--- config.mk ---
export PLATFORM = sky130hd
export DESIGN_NAME = umult_sched
export DESIGN_NICKNAME = d
export VERILOG_FILES = /design/src/rtl/umult_sched.sv
export SDC_FILE = /design/constraint.sdc
export NUM_CORES = 1
export LEC_CHECK = 0
export ABC_AREA = 1
export CORE_UTILIZATION = 35
export CTS_BUF_LIST = sky130_fd_sc_hd__clkbuf_4 sky130_fd_sc_hd__clkbuf_8 sky130_fd_sc_hd__clkbuf_16
export DETAILED_ROUTE_END_ITERATION = 6
export PLACE_DENSITY = 0.75
export SYNTH_ARGS = -nofsm -noshare
export SYNTH_HDL_FRONTEND = slang
export SYNTH_SLANG_ARGS = --single-unit
export TNS_END_PERCENT = 50
--- constraint.sdc ---
create_clock -name clk -period 1.3 [get_ports clk]
set_clock_uncertainty 0.2 [all_clocks]
set_input_delay 0.39 -clock clk [delete_from_list [all_inputs] [get_ports clk]]
set_output_delay 0.39 -clock clk [all_outputs]
set_load 0.01 [all_outputs]
--- src/rtl/umult_sched.sv ---
// -----------------------------------------------------------------------------
// umult_sched
//   Shares one pipelined unsigned WIDTHxWIDTH multiplier among NREQ requesters.
//   A round-robin arbiter grants at most one operand pair per cycle. The
//   granted pair is registered onto mult_in1/mult_in2 with a one-cycle
//   mult_start strobe. A LATENCY-deep {valid, id} tag pipe follows the
//   operation through the multiplier and steers the product back to its
//   requester as a registered one-hot resp_valid plus resp_data.
//
//   Optional feature: define UMULT_SCHED_PERF_EN to add the free-running
//   perf_issued / perf_stall counters (ports exist only when defined).
//
// Ports
//   clk         rising-edge clock
//   rst_n       asynchronous active-low reset
//   req_valid   [NREQ]         requester i has an operand pair
//   req_in1     [NREQ*WIDTH]   operand A, slice i = [i*WIDTH +: WIDTH]
//   req_in2     [NREQ*WIDTH]   operand B, same slicing
//   req_ready   [NREQ]         one-hot grant (combinational); transfer = valid & ready
//   flush                      kill every in-flight op, then drain for LATENCY cycles
//   mult_start                 issue strobe to the multiplier
//   mult_in1/2  [WIDTH]        registered operands (hold while mult_start = 0)
//   mult_out    [2*WIDTH]      multiplier product, valid LATENCY cycles after transfer
//   resp_valid  [NREQ]         one-hot, product for requester i this cycle
//   resp_data   [2*WIDTH]      registered product (holds while resp_valid = 0)
//   busy                       any op in flight or draining after a flush
//   perf_issued [32]           (UMULT_SCHED_PERF_EN) issued-op count
//   perf_stall  [32]           (UMULT_SCHED_PERF_EN) cycles with requests but no grant
// -----------------------------------------------------------------------------
module umult_sched #(
    parameter int NREQ    = 2,
    parameter int LATENCY = 4,
    parameter int WIDTH   = 32
) (
    input  logic                    clk,
    input  logic                    rst_n,
    input  logic [NREQ-1:0]         req_valid,
    input  logic [NREQ*WIDTH-1:0]   req_in1,
    input  logic [NREQ*WIDTH-1:0]   req_in2,
    output logic [NREQ-1:0]         req_ready,
    input  logic                    flush,
    output logic                    mult_start,
    output logic [WIDTH-1:0]        mult_in1,
    output logic [WIDTH-1:0]        mult_in2,
    input  logic [2*WIDTH-1:0]      mult_out,
    output logic [NREQ-1:0]         resp_valid,
    output logic [2*WIDTH-1:0]      resp_data,
    output logic                    busy
`ifdef UMULT_SCHED_PERF_EN
    ,
    output logic [31:0]             perf_issued,
    output logic [31:0]             perf_stall
`endif
);

    localparam int PTR_W = (NREQ > 1) ? $clog2(NREQ) : 1;
    localparam int CNT_W = $clog2(LATENCY + 1);

    typedef enum logic {
        RUN   = 1'b0,
        FLUSH = 1'b1
    } state_t;

    state_t                  state_reg, state_next;
    logic [CNT_W-1:0]        cnt_reg, cnt_next;
    logic [PTR_W-1:0]        rr_reg, rr_next;

    logic [NREQ-1:0]         grant;
    logic [PTR_W-1:0]        grant_id;
    logic                    grant_any;
    logic [WIDTH-1:0]        sel_in1, sel_in2;

    logic [LATENCY-1:0]              tag_valid_reg, tag_valid_next;
    logic [LATENCY-1:0][PTR_W-1:0]   tag_id_reg, tag_id_next;

    logic                    resp_fire;
    logic [NREQ-1:0]         resp_valid_next;

    logic                    mult_start_reg;
    logic [WIDTH-1:0]        mult_in1_reg, mult_in2_reg;
    logic [NREQ-1:0]         resp_valid_reg;
    logic [2*WIDTH-1:0]      resp_data_reg;

    // ---------------- FSM ----------------
    always_ff @(posedge clk or negedge rst_n) begin
        if (!rst_n) begin
            state_reg <= RUN;
            cnt_reg   <= '0;
        end else begin
            state_reg <= state_next;
            cnt_reg   <= cnt_next;
        end
    end

    // FLUSH lasts exactly LATENCY cycles after the last flush pulse, long
    // enough for anything already inside the multiplier to fall out.
    always_comb begin
        state_next = state_reg;
        cnt_next   = cnt_reg;
        unique case (state_reg)
            RUN: begin
                if (flush) begin
                    state_next = FLUSH;
                    cnt_next   = CNT_W'(LATENCY - 1);
                end
            end
            FLUSH: begin
                if (flush) begin
                    cnt_next = CNT_W'(LATENCY - 1);
                end else if (cnt_reg == '0) begin
                    state_next = RUN;
                end else begin
                    cnt_next = cnt_reg - 1'b1;
                end
            end
            default: state_next = RUN;
        endcase
    end

    // ---------------- Round-robin arbiter ----------------
    // Scan from rr_reg upward (wrapping); a flush in the same cycle wins.
    always_comb begin
        int idx;
        grant     = '0;
        grant_id  = '0;
        grant_any = 1'b0;
        idx       = 0;
        if (state_reg == RUN && !flush) begin
            for (int k = 0; k < NREQ; k++) begin
                idx = (int'(rr_reg) + k) % NREQ;
                if (!grant_any && req_valid[idx]) begin
                    grant[idx] = 1'b1;
                    grant_id   = PTR_W'(idx);
                    grant_any  = 1'b1;
                end
            end
        end
    end

    assign req_ready = grant;
    assign rr_next   = !grant_any                      ? rr_reg :
                       (grant_id == PTR_W'(NREQ - 1))  ? '0     :
                                                         grant_id + 1'b1;

    // Operand mux driven by the one-hot grant.
    always_comb begin
        sel_in1 = '0;
        sel_in2 = '0;
        for (int k = 0; k < NREQ; k++) begin
            if (grant[k]) begin
                sel_in1 = req_in1[k*WIDTH +: WIDTH];
                sel_in2 = req_in2[k*WIDTH +: WIDTH];
            end
        end
    end

    // ---------------- Tag pipe ----------------
    // Stage 0 is loaded by the transfer; a flush wipes every valid bit.
    assign tag_valid_next[0] = grant_any && !flush;
    assign tag_id_next[0]    = grant_id;

    generate
        for (genvar gi = 1; gi < LATENCY; gi++) begin : g_tag
            assign tag_valid_next[gi] = tag_valid_reg[gi-1] && !flush;
            assign tag_id_next[gi]    = tag_id_reg[gi-1];
        end
    endgenerate

    // A tag leaving the pipe in a flush cycle is also dropped.
    assign resp_fire = tag_valid_reg[LATENCY-1] && !flush;

    generate
        for (genvar gi = 0; gi < NREQ; gi++) begin : g_resp
            assign resp_valid_next[gi] = resp_fire &&
                                         (tag_id_reg[LATENCY-1] == PTR_W'(gi));
        end
    endgenerate

    // ---------------- Datapath registers ----------------
    always_ff @(posedge clk or negedge rst_n) begin
        if (!rst_n) begin
            rr_reg         <= '0;
            tag_valid_reg  <= '0;
            tag_id_reg     <= '0;
            mult_start_reg <= 1'b0;
            mult_in1_reg   <= '0;
            mult_in2_reg   <= '0;
            resp_valid_reg <= '0;
            resp_data_reg  <= '0;
        end else begin
            rr_reg         <= rr_next;
            tag_valid_reg  <= tag_valid_next;
            tag_id_reg     <= tag_id_next;
            mult_start_reg <= grant_any;
            if (grant_any) begin
                mult_in1_reg <= sel_in1;
                mult_in2_reg <= sel_in2;
            end
            resp_valid_reg <= resp_valid_next;
            if (resp_fire) begin
                resp_data_reg <= mult_out;
            end
        end
    end

    assign mult_start = mult_start_reg;
    assign mult_in1   = mult_in1_reg;
    assign mult_in2   = mult_in2_reg;
    assign resp_valid = resp_valid_reg;
    assign resp_data  = resp_data_reg;
    assign busy       = (|tag_valid_reg) || (state_reg != RUN);

`ifdef UMULT_SCHED_PERF_EN
    logic [31:0] perf_issued_reg, perf_stall_reg;

    always_ff @(posedge clk or negedge rst_n) begin
        if (!rst_n) begin
            perf_issued_reg <= '0;
            perf_stall_reg  <= '0;
        end else begin
            perf_issued_reg <= perf_issued_reg + 32'(grant_any);
            perf_stall_reg  <= perf_stall_reg + 32'((|req_valid) && !grant_any);
        end
    end

    assign perf_issued = perf_issued_reg;
    assign perf_stall  = perf_stall_reg;
`endif

endmodule

Word level (Yosys, flattened, before mapping)

Index checks and enable logic that the tools add are counted.

Reduce and logical (&&, ||, !) cells: 17
Eq/ne operators: 2
Bitwise logic cells: 4
Muxes and demuxes: 33
$add $sub $neg: 3
$lt $le $gt $ge: 4

Operators with widths:

| operator                                                                     | number |
|---|---|
| 32-bit 2-to-1 mux                                                            | 4 |
| 1-bit 2-to-1 mux                                                             | 18 |
| 1-bit logical AND                                                            | 11 |
| 3-bit 2-to-1 mux                                                             | 3 |
| 2-bit 2-to-1 mux                                                             | 4 |
| 3-bit case mux with 2 select lines                                           | 1 |
| 4-bit OR reduction                                                           | 1 |
| 3-bit logical NOT                                                            | 1 |
| 2-bit by 3-bit less-than comparator with 1-bit output, second input constant | 1 |
| 3-bit != test, second input constant                                         | 1 |
| 3-bit by 1-bit subtractor with 3-bit output, second input constant           | 1 |
| 1-bit adder, second input constant                                           | 2 |
| 1-bit demux with 1-bit select                                                | 2 |
| 2-bit by 1-bit >= comparator with 1-bit output, second input constant        | 1 |
| 1-bit logical NOT                                                            | 2 |
| 1-bit by 2-bit less-than comparator with 1-bit output, second input constant | 1 |
| 2-bit != test, second input constant                                         | 1 |
| 1-bit inverter                                                               | 2 |
| 2-bit OR                                                                     | 1 |
| 1-bit case mux with 2 select lines                                           | 1 |
| 2-bit AND reduction                                                          | 1 |
| 1-bit AND, first input constant                                              | 1 |
| 1-bit >= comparator, second input constant                                   | 1 |
| 1-bit logical OR                                                             | 1 |

Output and inout bits: 134
Input port bits: 197
Bits in registers: 144
Logic and storage cells: 76

Logic depth before layout (Yosys ltp)

Depth in word-level cells: 11
Gate-level depth with buffers: 8

Least setup slack after synthesis

OpenSTA, ideal clock, no wires.

Path kind: reg2out
From: reg state_reg
To: out req_ready[1]
Path slack: -0.251 ns
Arrival: 0.961 ns
Cell stages (with the launch flop): 4
Path buffers: 1
Path through: dfrtp_1 nor2_4 buf_2 and3_1

Cells in the longest elaborated chain, start to end: 3

RTL lines:

| element                | RTL line | text |
|---|---|---|
| start, declared        | 64       | `state_t state_reg, state_next;` |
| start signal, assigned | 90       | `state_reg <= state_next;` |
| 1-bit inverter         | 128      | `if (state_reg == RUN && !flush) begin` |
| 1-bit logical AND      | 128      |  |
| 2-bit 2-to-1 mux       | 128      |  |
| end, declared          | 40       | `output logic [NREQ-1:0] req_ready,` |

Every way passes these cells.

Worst setup path in the final report

Same ends and word-level chain as after synthesis.

==> results.tsv <==
metric	value	unit
worst ir drop on vdd	0.9568	mV
critical path data required time	710	ps
Worst path depth	4	
# setup viols final	229	
Sw Ratio	32.81	%
Port Buffers	330	
Clock power frac	28.4	%
clk_lat worst skew	410	ps
failing checks	setup timing	
Post-DRT Antenna Nets	0	
RSZ-0062 raised after global routing	true	
Core ar.	17480	um2
total wire length	21950	um
startpoint types	flop	
first-pass GRT wire length	33580	um
CP arrival	1370	ps
TritonCTS clock tree	yes	
Rows	48	
DIE WIDTH	136.3	um
vias in the first global route	6432	
Area Overhead vs Synth	65.75	%
drt via density	5.178	
GRT Overall Usage	23.47	%
fin area	10460	um2
M1 GR Usage	28.79	%
Psw	0.005709	W
Hold Path Class	flop to flop	
share of cells above drive strength 1	23.21	%
Buf/Inv on CP	2	
syn nets	905	
gr busiest metal	met2	
Reg clk slew, reported paths	60	ps
total grt overflow	0	
r2r startpoint	state_reg	
max reg flops	64	
pin count of the biggest net entering global routing	68	
met3 Usage GRT	7.308	%
Setup WS post-layout	-656.9	ps
Worst Reg-to-Reg Cells	7	
CTS Buf Count	17	
Boundary Pins	331	
post-layout min period	1957	ps
Max Fclk	0.5110	GHz
DRT iter0 DRCs	381	
Worst setup EP type	output pin	
Placed Area	9923	um2
synthesized area	6309	um2
internal power	0.01169	W
GRT met2 Usage	38.61	%
FF+latch count, synth	144	
max-cap violations	0	
die height	136.3	um
worst reg2reg endpoint	mult_in1[19]	
Cells after Synth	706	
sequential fraction of the synthesis area	57.12	%
max-slew violations	0	
synth unique cells	17	
Vias	6679	
Critical Path Sink	req_ready[1]	
total iterations of the first detailed-routing run	5	
H-tree Lvls	4	
RePlAce Congestion	0.8100	
Critical path origin	state_reg	
DRC errors left	0	
outcome	finished, violations left	
YS warnings	0	
Clock Path Buffers	2	
Tcrit/Tclk final	150.5	%
post-DP HPWL	14620	um
post-layout util	59.83	%
critical-path cell list	nor2_4 > buf_6 > and3_4 > buf_6	
Wirelength per Cell	17.01	um
die area	18570	um2
register share of total power	37.6	%
Syn Area/Cell	8.936	um2
CP top delay family	flip-flops	
Reg2Reg Setup Slack	-570	ps
Final Hold Vio Count	0	
fill count	1540	
leakage power	5.148	nW
starting density of the core	36.10	%
max_slew headroom	48.47	%
Least-Margin Pin Slew	773.0	ps
Slowest-stage cell, CP	dfrtp_1	
CTS Sinks	144	
Final nets	1250	
Largest stage delay, worst path	400	ps
CP Class	flop to output pin	
Critical Path Most Common Cell	buf_6	
combinational power share	34.0	%
initial antenna violation count	1	
Pwr per Cell Area	1664	nW/um2
critical-path maximum fanout	3	
Root Buffer	clkbuf_16	
## layout make-up
cell class | instances | area (um2) | area share, %
flip-flops and latches | 144 | 3605 | 34.47
repair buffers | 396 | 3537 | 33.83
multi-input cells | 479 | 2385 | 22.81
clock buffers | 19 | 446.7 | 4.272
well taps | 225 | 281.5 | 2.692
clock inverters | 13 | 150.1 | 1.436
inverters | 13 | 48.80 | 0.4667
diodes | 1 | 2.502 | 0.02393
## cells in the final DEF, fill, tap and decap left out, drive strengths merged
cell type,count
inv,18
o21ai,3
dfrtp,144
diode,1
clkbuf,19
clkinvlp,4
bufinv,2
buf,202
dlygate4sd3,1
a21oi,2
nand4,128
clkinv,2
dlygate4sd2,1
clkdlybuf4s50,192
ha,2
nand3,130
nor2,14
nand2,198
and3,2
## how the worst min path moves through the flow
stage                     cells after the start              to           start  slack (ps)
final                                         0  tag_id_next[2]  tag_id_next[1]         150
after global routing                          0  tag_id_next[2]  tag_id_next[1]         160
after CTS                                     3          rr_reg    req_valid[0]          90
after detailed placement                      1    mult_in2[19]           rst_n          70
after global placement                        1    mult_in2[27]           rst_n          80
after floorplan                               0      cnt_reg[0]           rst_n        -110
## metal layers
metal | share of wire [%] | up-vias
li1 | - | 3154
met3 | 9.8 | 27
met4 | 2.4 | 0
met2 | 49 | 298
met1 | 39 | 3200
met5 | 0 | -
## stage by stage
stage          hold slack, ps  TNS [ps]  total power (W)  setup WS (ps)  cells
3_5_place_dp            74.36   -133650          0.01268          -1128   1226
6_report                149.8    -66380          0.01740         -656.9   1290
2_1_floorplan          -105.6     -6536         0.008785         -162.2    706
4_1_cts                 89.07    -78650          0.01723         -713.1   1287
5_1_grt                 158.1    -79100          0.01840         -699.6   1290
3_3_place_gp            78.19   -129800          0.01259          -1125   1226
## cells in the mapped netlist
cell type / instances / area (um2)
a21oi_1: 2 / 10.01
and3_1: 2 / 12.51
buf_1: 10 / 37.54
buf_2: 31 / 155.2
buf_4: 9 / 67.56
clkbuf_1: 20 / 75.07
dfrtp_1: 144 / 3603
ha_1: 2 / 25.02
inv_1: 12 / 45.04
inv_2: 1 / 3.750
nand2_1: 198 / 743.2
nand3_1: 130 / 650.6
nand4_1: 128 / 800.8
nor2_1: 13 / 48.80
nor2_4: 1 / 11.26
o21ai_0: 2 / 10.01
o21ai_2: 1 / 8.760
## power by group through the flow
stage	logic [W]	registers [W]	clock network (W)
2_1_floorplan	0.00179	0.00699	0
3_3_place_gp	0.00607	0.00652	0
3_5_place_dp	0.00618	0.00650	0
4_1_cts	0.00570	0.00647	0.00505
5_1_grt	0.00646	0.00667	0.00527
6_report	0.00592	0.00654	0.00494
## cell families (layout without fill, tap and decap cells)
kind of cell	after synthesis	after routing	synth area share [%]
adder cells (fa/ha/maj)	2	2	0.3966
AND/OR/NAND/NOR	472	472	35.94
buffers and inverters	83	441	6.089
AO/OA/AOI/OAI	5	5	0.4562
flip-flops	144	144	57.12
other	0	1	0
## what timing repair did
action | in CTS | in global routing
endpoints found under the hold margin | 144 | 0
hold buffers | 1 | 0
setup endpoints to repair | 271 | 271
resized for setup | 578 | 28
setup buffers | 28 | 2
pin swaps | 1 | 2
cloned | 0 | 0
Power figures use the tool's default switching activity.
